$ cat src/rtl/addsub_pkg.sv
// Shared definitions for the sequential ripple adder/subtractor.
//   OP_ADD / OP_SUB : encodings of the op input
//   state_t         : control FSM states (IDLE, CALC, DONE)
//   signed_limit()  : signed max (neg=0) or min (neg=1) bit pattern for a
//                     given width, returned in the low w bits of 64.
package addsub_pkg;

  localparam logic OP_ADD = 1'b0;
  localparam logic OP_SUB = 1'b1;

  typedef enum logic [1:0] {
    IDLE = 2'd0,
    CALC = 2'd1,
    DONE = 2'd2
  } state_t;

  // Only the low w bits are meaningful; callers truncate to their width.
  // Valid for 2 <= w <= 64.
  function automatic logic [63:0] signed_limit(input int unsigned w, input logic neg);
    logic [63:0] msb_only;
    msb_only = 64'd1 << (w - 1);
    return neg ? msb_only : (msb_only - 64'd1);
  endfunction

endpackage

$ cat src/rtl/addsub_chunk.sv
// Combinational CHUNK-bit ripple-carry adder slice.
//   x, y      : CHUNK-bit addends
//   cin       : carry into bit 0
//   s         : CHUNK-bit sum
//   cout      : carry out of the top bit
//   c_msb_in  : carry into the top bit (needed for signed overflow when this
//               slice holds the operand MSB)
module addsub_chunk #(
  parameter int CHUNK = 2
) (
  input  logic [CHUNK-1:0] x,
  input  logic [CHUNK-1:0] y,
  input  logic             cin,
  output logic [CHUNK-1:0] s,
  output logic             cout,
  output logic             c_msb_in
);

  // c_chain[i] is the carry into bit i.
  logic [CHUNK:0] c_chain;

  assign c_chain[0] = cin;

  generate
    for (genvar gi = 0; gi < CHUNK; gi++) begin : g_bit
      assign s[gi]           = x[gi] ^ y[gi] ^ c_chain[gi];
      assign c_chain[gi + 1] = (x[gi] & y[gi]) | (c_chain[gi] & (x[gi] ^ y[gi]));
    end
  endgenerate

  assign cout     = c_chain[CHUNK];
  assign c_msb_in = c_chain[CHUNK-1];

endmodule

$ cat src/rtl/ripple_addsub_seq.sv
// Multi-cycle two's-complement adder/subtractor. A WIDTH-bit add or subtract
// is resolved CHUNK bits per clock through a registered carry, so the
// combinational carry path is only CHUNK bits long.
//
// Ports:
//   clk, rst             : rising-edge clock, asynchronous active-high reset
//   in_valid / in_ready  : operand handshake (in_ready only in IDLE)
//   a, b, op             : operands; op 0 = a+b, 1 = a-b
//   out_valid / out_ready: result handshake (out_valid only in DONE)
//   sum, carry, overflow : result, raw MSB carry-out (subtract: 1 = no
//                          borrow), signed overflow
//
// Configuration macro ADDSUB_SATURATE_EN: when defined, an overflowing result
// is replaced by the signed limit in the direction of the true result; carry
// and overflow are reported unchanged. Otherwise sum wraps modulo 2^WIDTH.
//
// WIDTH must be >= 2 (and <= 64 when saturating); CHUNK must divide WIDTH.
module ripple_addsub_seq
  import addsub_pkg::*;
#(
  parameter int WIDTH = 8,
  parameter int CHUNK = 2
) (
  input  logic             clk,
  input  logic             rst,
  input  logic             in_valid,
  output logic             in_ready,
  input  logic [WIDTH-1:0] a,
  input  logic [WIDTH-1:0] b,
  input  logic             op,
  output logic             out_valid,
  input  logic             out_ready,
  output logic [WIDTH-1:0] sum,
  output logic             carry,
  output logic             overflow
);

  localparam int NCHUNK = WIDTH / CHUNK;
  // Keep the index at least one bit wide so NCHUNK = 1 still elaborates.
  localparam int IDXW   = (NCHUNK > 1) ? $clog2(NCHUNK) : 1;
  // Slot arrays are padded to a power of two so any index value is in range.
  localparam int NSLOT  = 1 << IDXW;
  localparam logic [IDXW-1:0] LAST_IDX = IDXW'(NCHUNK - 1);

  state_t            state_reg, state_next;
  logic [IDXW-1:0]   idx_reg;
  logic [WIDTH-1:0]  a_reg, b_reg, sum_reg;
  logic              cin_reg, carry_reg, ovf_reg;

  logic [CHUNK-1:0]  a_slot [NSLOT];
  logic [CHUNK-1:0]  b_slot [NSLOT];
  logic [CHUNK-1:0]  x_sel, y_sel, s_chunk;
  logic              cout_chunk, cmsb_chunk;
  logic              last_chunk, ovf_now;
  logic [WIDTH-1:0]  sum_next, sum_final;

  // ---------------------------------------------------------------- datapath
  generate
    for (genvar gi = 0; gi < NSLOT; gi++) begin : g_slot
      if (gi < NCHUNK) begin : g_used
        assign a_slot[gi] = a_reg[gi*CHUNK +: CHUNK];
        assign b_slot[gi] = b_reg[gi*CHUNK +: CHUNK];
      end else begin : g_pad
        assign a_slot[gi] = '0;
        assign b_slot[gi] = '0;
      end
    end
  endgenerate

  assign x_sel = a_slot[idx_reg];
  assign y_sel = b_slot[idx_reg];

  addsub_chunk #(.CHUNK(CHUNK)) u_chunk (
    .x        (x_sel),
    .y        (y_sel),
    .cin      (cin_reg),
    .s        (s_chunk),
    .cout     (cout_chunk),
    .c_msb_in (cmsb_chunk)
  );

  // Merge the freshly computed chunk into its slot of the sum register.
  generate
    for (genvar gi = 0; gi < NCHUNK; gi++) begin : g_merge
      assign sum_next[gi*CHUNK +: CHUNK] =
        (idx_reg == IDXW'(gi)) ? s_chunk : sum_reg[gi*CHUNK +: CHUNK];
    end
  endgenerate

  assign last_chunk = (idx_reg == LAST_IDX);
  // Only meaningful on the last chunk, where the slice holds the MSB.
  assign ovf_now    = cmsb_chunk ^ cout_chunk;

`ifdef ADDSUB_SATURATE_EN
  // The sign of a gives the direction of the true result: overflow only
  // happens when the result's sign disagrees with a's.
  assign sum_final = (last_chunk && ovf_now)
                     ? WIDTH'(signed_limit(WIDTH, a_reg[WIDTH-1]))
                     : sum_next;
`else
  assign sum_final = sum_next;
`endif

  always_ff @(posedge clk or posedge rst) begin
    if (rst) begin
      idx_reg   <= '0;
      a_reg     <= '0;
      b_reg     <= '0;
      cin_reg   <= 1'b0;
      sum_reg   <= '0;
      carry_reg <= 1'b0;
      ovf_reg   <= 1'b0;
    end else begin
      case (state_reg)
        IDLE: begin
          if (in_valid) begin
            // Subtract as a + ~b + 1: invert b here, inject the +1 as carry-in.
            a_reg   <= a;
            b_reg   <= b ^ {WIDTH{op}};
            cin_reg <= (op == OP_SUB);
            idx_reg <= '0;
          end
        end
        CALC: begin
          sum_reg <= sum_final;
          cin_reg <= cout_chunk;
          if (last_chunk) begin
            carry_reg <= cout_chunk;
            ovf_reg   <= ovf_now;
          end else begin
            idx_reg <= idx_reg + IDXW'(1);
          end
        end
        default: ; // DONE holds all results stable
      endcase
    end
  end

  // ----------------------------------------------------------------- control
  always_ff @(posedge clk or posedge rst) begin
    if (rst) state_reg <= IDLE;
    else     state_reg <= state_next;
  end

  always_comb begin
    state_next = state_reg;
    case (state_reg)
      IDLE:    if (in_valid)  state_next = CALC;
      CALC:    if (last_chunk) state_next = DONE;
      DONE:    if (out_ready) state_next = IDLE;
      default: state_next = IDLE;
    endcase
  end

  always_comb begin
    in_ready  = (state_reg == IDLE);
    out_valid = (state_reg == DONE);
  end

  assign sum      = sum_reg;
  assign carry    = carry_reg;
  assign overflow = ovf_reg;

endmodule

$ cat config.mk
export PLATFORM = sky130hd
export DESIGN_NAME = ripple_addsub_seq
export DESIGN_NICKNAME = d
export VERILOG_FILES = /design/src/rtl/addsub_pkg.sv /design/src/rtl/addsub_chunk.sv /design/src/rtl/ripple_addsub_seq.sv
export SDC_FILE = /design/constraint.sdc
export NUM_CORES = 1
export LEC_CHECK = 0
export CAP_MARGIN = 25
export CORE_ASPECT_RATIO = 0.9
export CORE_MARGIN = 2
export CORE_UTILIZATION = 30
export CTS_BUF_LIST = sky130_fd_sc_hd__clkbuf_2
export DETAILED_ROUTE_END_ITERATION = 12
export PLACE_DENSITY_LB_ADDON = 0.15
export SYNTH_ARGS = -nofsm -noshare
export SYNTH_HDL_FRONTEND = slang
export SYNTH_SLANG_ARGS = --single-unit
$ cat constraint.sdc
create_clock -name clk -period 2.31 [get_ports clk]
set_input_delay 0.231 -clock clk [delete_from_list [all_inputs] [get_ports clk]]
set_output_delay 0.231 -clock clk [all_outputs]
set_load 0.05 [all_outputs]
# Word-level counts from Yosys, hierarchy flattened

Cells that the tools add are included.

RAM bits: 0
Register bits: 31
Latch bits: 0
Memories: 0
Input port bits: 21
Bits in read-only memories: 0

Multipliers: 0
Div/mod/pow operators: 0
$lt $le $gt $ge: 1
Muxes and demuxes: 15
Equality and inequality tests: 9
Shift operators: 0
Bitwise gates (word level): 13
Reductions and logical operators: 11
Add/sub/neg operators: 1

Operator list:

| operator              | number |
|---|---|
| $mux W2               | 9 |
| $reduce_and A2 Y1     | 6 |
| $bmux W2 S2           | 2 |
| $xor A8 B8 Y8         | 1 |
| $eq A2 B2 Y1 const B  | 3 |
| $ne A2 B2 Y1 const B  | 3 |
| $pmux W2 S3           | 1 |
| $reduce_and A3 Y1     | 2 |
| $xor A1 B1 Y1         | 5 |
| $and A1 B1 Y1         | 4 |
| $eq A2 B1 Y1 const B  | 2 |
| $logic_not A2 Y1      | 2 |
| $pmux W2 S2           | 1 |
| $ge A3 B3 Y1 const B  | 1 |
| $not A2 Y3            | 1 |
| $add A2 B1 Y2 const B | 1 |
| $ne A2 B1 Y1 const B  | 1 |
| $or A1 B1 Y1          | 2 |
| $pmux W1 S2           | 1 |
| $reduce_bool A2 Y1    | 1 |
| $mux W1               | 1 |

# Logic depth before layout (Yosys ltp)

Gate-level depths: netlist (run 1).

Depth after elaboration: 10
Gate-level depth with buffers: 7

# Modules after synthesis

A second synthesis (run 1) with hierarchy kept.

Cells, all modules: 122
Area, all modules: 1532.7 um2

Modules (own cells, without submodules):

| module            | sequential area each (um2) | area an instance (um2) | cells an instance | instances |
|---|---|---|---|---|
| ripple_addsub_seq | 775.7                      | 1492.7                 | 120               | 1 |
| addsub_chunk      | 0.0                        | 40.0                   | 2                 | 1 |

# Worst setup path before layout (run 1)

Ideal clock, no wire load.

Path kind: register to register
Start point: register idx_reg[0]
End point: register ovf_reg, in the netlist overflow
Data arrival time: 2183 ps
Stages on the path, launching flop included: 8
Setup time: 125 ps
Slack: 3 ps
Data required time: 2185 ps
Clock period less this slack: 2307 ps
Path buffers: 1
Cells stage by stage: dfrtp_1 buf_2 mux4_2 inv_1 fa_1 fa_1 xor2_1 mux2_2

Word-level cells in the longest chain between the ends: 10
Elaborated cells on any way between the ends: 18

RTL lines:

| element                                         | RTL line                                         | source |
|---|---|---|
| start: declaration                              | ripple_addsub_seq.sv:46                          | `logic [IDXW-1:0] idx_reg;` |
| start signal: assignment                        | ripple_addsub_seq.sv:131                         | `idx_reg <= idx_reg + IDXW'(1);` |
| $not A2 Y3 (implied by the code)                | ripple_addsub_seq.sv:70, ripple_addsub_seq.sv:71 |  |
| $bmux W2 S2, on equally long branches           | ripple_addsub_seq.sv:70, ripple_addsub_seq.sv:71 |  |
| $mux W2, on equally long branches (2 in series) | ripple_addsub_seq.sv:70, ripple_addsub_seq.sv:71 |  |
| $xor A1 B1 Y1                                   | addsub_chunk.sv:27                               | `assign c_chain[gi + 1] = (x[gi] & y[gi]) \| (c_chain[gi] & (x[gi] ^ y[gi]));` |
| $and A1 B1 Y1                                   | addsub_chunk.sv:27                               |  |
| $or A1 B1 Y1                                    | addsub_chunk.sv:27                               |  |
| $and A1 B1 Y1                                   | addsub_chunk.sv:27                               |  |
| $or A1 B1 Y1                                    | addsub_chunk.sv:27                               |  |
| $xor A1 B1 Y1                                   | ripple_addsub_seq.sv:92                          | `assign ovf_now = cmsb_chunk ^ cout_chunk;` |
| end signal: assignment                          | ripple_addsub_seq.sv:129                         | `ovf_reg <= ovf_now;` |
| end: declaration                                | ripple_addsub_seq.sv:48                          | `logic cin_reg, carry_reg, ovf_reg;` |

Parallel ways exist; a longest one is shown, timed or not. The select of a mux whose other input is x is not followed.
A chain may end at the register's enable or synchronous reset.

# Worst setup path in the final report (run 1)

Ends and elaborated chain as after synthesis.

==> results by group, run 1 <==
STA
  • Final setup margin: 0.07511 ns
  • Final hold slack: 0.2173 ns
  • Worst Skew: about 0.025 ns
  • Slew Limit Headroom: 0.6639
  • Fin crit share: 0.9675
  • Worst slew pin tran: around 0.5 ns
  • Final worst path period need: 2.235 ns
  • Final setup vio count: 0
  • RSZ-0062 raised after global routing: no
  • Final Slew Violations: 0
  • Post-route setup TNS: 0 ns
  • Number of failing hold endpoints at the final stage: 0
  • Max Freq: 447.4 MHz

GRT
  • Initial antenna violation count: 0
  • Routing usage on met3: 0.04005
  • First-pass GRT wire length: 5.112 mm
  • Grt ovf: 0
  • Largest net degree at the start of global routing: 32
  • Met2 Track Usage GR: 0.1849
  • Busiest grt layer: met2
  • GRT Resource Usage Total: 0.1137
  • Vias in the first global route: ~1100
  • GR Layer Usage met1: 0.1389

Floorplanning
  • Core area: 5255 µm²
  • Die area: approximately 6000 µm²
  • Std cell rows: 25
  • Die X: between 80 and 90 µm
  • Ports: 33
  • Die Ht: 73.94 µm
  • Starting Density: 0.3102

Synthesis
  • Sequential share of the synthesized area: 0.4758
  • Synth Area in Compound Gates: 0.02686
  • Yosys top cell area share: 0.4758
  • Main combinational cell family by area after synthesis: multiplexers
  • Mux contribution to synthesized area: 0.2510
  • Post-Syn Area: 1630 µm²
  • Synth Warn #: 0
  • Post-synth top area cell: dfrtp_1
  • #FFs+latches synth: 31
  • Synth Net Count: roughly 150
  • Synth area leaders: dfrtp_1, mux2_4, mux2i_1
  • Adder-Cell Fraction of Synth Area: 0.05526
  • Netlist cell types: 26
  • Gate count of the mapped netlist: 121
  • Simple logic cell fraction of the synthesized area: 0.07214
  • Xor/xnor cell area share of the yosys netlist: 0.04835
  • Avg Cell Area, Syn: roughly 13 µm²

Placement
  • Dpl hpwl: 2.197 mm
  • Pre-CTS setup slack: roughly 0.012 ns
  • I/O Buffers: 32
  • RePlAce Congestion: 0.7398
  • Placed cell count: 220
  • Placement Cell Area: 2032 µm²

Critical path
  • Crit-path slowest cell: dfrtp_2
  • Cell family with most CP delay: adder cells
  • R2R Setup Slk: 0.08 ns
  • Buf/Inv on CP: 1
  • FF-to-FF path depth: 6
  • Max Fanout on Critical Path: 4
  • CP arrival: roughly 2.5 ns
  • Critical-path cell list: mux4_2, inv_1, fa_1, fa_2, xor2_1, mux2_2
  • Req. time, crit path: around 2.6 ns
  • Setup CP Type: reg -> reg
  • Max stage delay on crit path: 0.47 ns
  • Reg-to-reg endpoint: overflow$_DFFE_PP0P_
  • Worst setup SP type: flop
  • Reg-to-Reg Start: idx_reg[0]$_DFFE_PP0P_
  • Critical Path Start: idx_reg[0]$_DFFE_PP0P_
  • Worst Setup End Kind: flop

Drt
  • Routed Antenna Nets: 0
  • Routed WL per cell: 12.75 µm
  • Routed vias: 1003
  • Via density: about 4.4
  • DR pass1 iterations: 4
  • Final WL: 2.908 mm
  • Drt initial violations: 54
  • DR DRC count: 0

Clock tree
  • Root buffer cell: clkbuf_2
  • CTS Buffer Depth: 2
  • Post-CTS setup buffer count: 0
  • TritonCTS Buffers: 5
  • Cts hold-fix bufs: 0
  • Worst-path clk slew: 0.17 ns
  • Sinks on Clock Net: 31
  • TritonCTS clock tree: built
  • H-tree Lvls: 2
  • Clock Latency Late Sink: 0.37 ns
  • Post_cts resized: 2

Pwr
  • Peak VDD IR: 0.0005867 V
  • LEAKAGE: 1.018 nW
  • Final Power: approximately 3.2 mW
  • Power per cell area: 1532 nW/µm²

Flow run
  • Max-cap viol count: 0

Layout
  • Area of the multi-input gates: 742.0 µm²
  • Core Util, Final: 0.3955
  • Antenna cells: 0
  • Layout area overhead: 27.47%
  • Commonest non-fill, non-tap cells in the layout: clkdlybuf4s50_1, dfrtp_1, inv_1, mux2_4
  • Nets: 187
  • Commonest non-fill, non-tap cell in the layout: clkdlybuf4s50_1
  • Sequential cell area: a little under 800 µm²
  • Post-route insts no fill: around 230
  • # fillers: 534
  • Fraction of final layout cells with drive strength greater than 1: 0.2360
  • Final Cell Area: 2078 µm²

Status
  • Status: complete, no violations

Worst hold path
  • Hold Path Class: in -> async
[cells by family after synthesis]
kind of cell	Yosys count
flops	31
buf+inv	24
mux	30
fa+ha+maj	6
simple gates	15
xor+xnor	9
compound gates	6
[cells in the mapped netlist (all sizes together)]
master	n
dfrtp	31
inv	18
mux2	17
mux2i	9
xor2	9
ha	4
mux4	4
nand3b	4
buf	3
clkbuf	3
nand2b	3
a211o	2
and3	2
fa	2
nor4b	2
a21oi	1
a221oi	1
nor2	1
nor2b	1
nor3b	1
nor4bb	1
o21ai	1
o21bai	1
[worst max path at each step]
stage	endpoint	slack (ns)	cells after the start
floorplan	overflow$_DFFE_PP0P_	0.003	7
global placement	overflow$_DFFE_PP0P_	0.10	6
detailed placement	overflow$_DFFE_PP0P_	0.01	6
CTS	overflow$_DFFE_PP0P_	0.04	6
global route	overflow$_DFFE_PP0P_	0.009	6
finish	overflow$_DFFE_PP0P_	0.08	6
[per-layer routing]
metal	vias up	share of wire	wire, µm
met5	-	0	0
met4	0	0.019	54
met3	7	0.052	151
met2	26	0.47	1356
met1	488	0.46	1347
li1	482	-	-
[power by group]
group | switching, mW | leakage (nW) | total, mW | internal (mW)
logic | 0.977 | 0.617 | 1.91 | 0.934
registers | 0.184 | 0.367 | 1.01 | 0.824
clock network | 0.182 | 0.0330 | 0.265 | 0.0826
total | 1.34 | 1.02 | 3.18 | 1.84
[worst register-to-register path: cells and delay by family (launching register included)]
family,cells,cell delay (ns)
buffers and inverters,1,0.05
xor gates and xnor gates,1,0.17
DFF,1,0.47
muxes,2,0.59
adders and majority gates,2,0.84
[layout make-up]
| cell class | instances | share of cell area |
|---|---|---|
| clock buffer | 7 | 0.01686 |
| sequential | 31 | 0.3739 |
| clock inverter | 1 | 0.002408 |
| multi-input combinational | 66 | 0.3570 |
| tap | 67 | 0.04034 |
| timing repair buffer | 38 | 0.1770 |
| inverter | 18 | 0.03251 |
Power figures use the tool's default switching activity.
==> run 2: changes to the inputs <==
clock period = 2.3 ns   (was 2.31 ns; I/O delays follow)
==> results by group, run 2 (same netlist as run 1, synthesis figures left out) <==
Critical path
  • Critical-path cell list: mux4_2, inv_1, fa_2, fa_2, xor2_1, mux2_2
  • CP dominant cell by count: fa_2
  • Max Fanout on Critical Path: 5
  • Cell family with most CP delay: adder cells
  • FF-to-FF path depth: 6
  • Req. time, crit path: 2.56 ns
  • Crit-path slowest cell: dfrtp_2
  • Worst Setup End Kind: flop
  • Setup CP Type: reg -> reg
  • Max stage delay on crit path: 0.49 ns
  • Worst setup SP type: flop
  • Critical Path Stages: 6
  • CP arrival: between 2 and 2.5 ns
  • Buf/Inv on CP: 1

Clock tree
  • Post-CTS setup buffer count: 0
  • TritonCTS clock tree: built
  • H-tree Lvls: 2
  • CTS Buffer Depth: 2
  • Sinks on Clock Net: 31
  • Root buffer cell: clkbuf_2
  • TritonCTS Buffers: 5
  • Worst-path clk slew: 0.16 ns
  • Clock Latency Late Sink: around 0.36 ns

Pwr
  • Power per cell area: 1541 nW/µm²
  • Final Power: 3.210 mW
  • LEAKAGE: 0.9992 nW
  • Peak VDD IR: 0.0006029 V

Placement
  • Dpl hpwl: 2.221 mm
  • RePlAce Congestion: approximately 0.74
  • I/O Buffers: 32
  • Pre-CTS setup slack: 0.05176 ns

Layout
  • Antenna cells: 0
  • # fillers: 532
  • Layout area overhead: 27.78%
  • Commonest non-fill, non-tap cell in the layout: clkdlybuf4s50_1
  • Fraction of final layout cells with drive strength greater than 1: 0.2346
  • Nets: 188
  • Commonest non-fill, non-tap cells in the layout: clkdlybuf4s50_1, dfrtp_1, inv_1, mux2_4

Floorplanning
  • Core area: 5255 µm²
  • Std cell rows: 25
  • Die Ht: 73.94 µm
  • Die area: 6041 µm²
  • Die X: 81.71 µm
  • Ports: 33
  • Starting Density: 0.3102

GRT
  • Largest net degree at the start of global routing: 32
  • GRT Resource Usage Total: 0.1226
  • Initial antenna violation count: 0
  • Vias in the first global route: roughly 1100
  • Grt ovf: 0
  • First-pass GRT wire length: between 5 and 6 mm

Status
  • Status: complete, no violations

STA
  • Final Slew Violations: 0
  • Worst Skew: 0.01322 ns
  • Worst slew pin tran: 0.4935 ns
  • RSZ-0062 raised after global routing: no
  • Final setup margin: 0.1164 ns
  • Post-route setup TNS: 0 ns
  • Final setup vio count: 0
  • Slew Limit Headroom: 0.6700
  • Final worst path period need: ~2.2 ns
  • Number of failing hold endpoints at the final stage: 0
  • Fin crit share: 0.9494
  • Max Freq: 458.0 MHz

Flow run
  • Max-cap viol count: 0

Drt
  • Routed WL per cell: 13.33 µm
  • Drt initial violations: 77
  • DR pass1 iterations: 4
  • Routed Antenna Nets: 0
  • Final WL: 3.052 mm
  • Via density: 4.445
  • DR DRC count: 0
  • Routed vias: 1018

Worst hold path
  • Hold Path Class: in -> async
==> run 2: changes by cell type in the layout (fill, tap and decap cells not counted) <==
cell,before,now
dlymetal6s2s_1,1,0
buf_4,6,7
fa_2,1,2
clkinv_2,1,0
fa_1,1,0
clkbuf_2,7,6
clkdlybuf4s50_1,31,32
clkinv_1,0,2
==> run 2: stage by stage <==
step | std cells | instance area, µm² | util | hold slack [ns]
floorplan | 121 | 1633 | - | 0.3335
global placement | 221 | 2042 | 0.3886 | 0.4953
detailed placement | 221 | 2042 | 0.3886 | 0.5019
CTS | 229 | 2079 | 0.3957 | 0.2290
global route | 229 | 2083 | 0.3964 | 0.2539
finish | 229 | 2083 | 0.3964 | 0.2258
==> run 2: worst reg2reg max path: stages, from the launching register on <==
cell and delay [ns]:
dfrtp_2 0.49, mux4_2 0.35, inv_1 0.06, fa_2 0.38, fa_2 0.38, xor2_1 0.17, mux2_2 0.25
==> run 2: layout make-up <==
class,count,area [µm²],area share
clock buffers,6,30.03,0.01441
clock inverters,2,7.507,0.003604
inverters,18,67.56,0.03243
multi-input cells,66,744.5,0.3574
flip-flops and latches,31,777.0,0.3730
well taps,67,83.83,0.04024
repair buffers,39,372.9,0.1790
==> run 2: repair_timing <==
action	CTS	global route
setup endpoints to repair	0	1
hold buffers	0	0
resized for setup	0	2
==> run 2: report_power, final <==
group	internal (mW)	switching [mW]
sequential	0.828	0.187
clock	0.0732	0.184
combinational	0.954	0.983
total	1.86	1.35
==> run 2: final timing paths <==
kind	from	slack (ns)	to
min reg2reg	b_reg[4]$_DFFE_PP0P_	0.53	b_reg[4]$_DFFE_PP0P_
max reg2reg	idx_reg[0]$_DFFE_PP0P_	0.12	overflow$_DFFE_PP0P_
min in group clk	out_ready	0.43	state_reg[1]$_DFFE_PP0P_
min	rst	0.23	state_reg[0]$_DFFE_PP0P_
max	idx_reg[0]$_DFFE_PP0P_	0.12	overflow$_DFFE_PP0P_
max in group asynchronous	rst	1.76	idx_reg[0]$_DFFE_PP0P_
==> run 2: per-layer routing <==
metal  vias up  share of wire  GRT usage
met3         5          0.049    0.03277
li1        489              -          -
met5         -              0          0
met1       495           0.46     0.1567
met2        29           0.48     0.1995
met4         0          0.014    0.05000
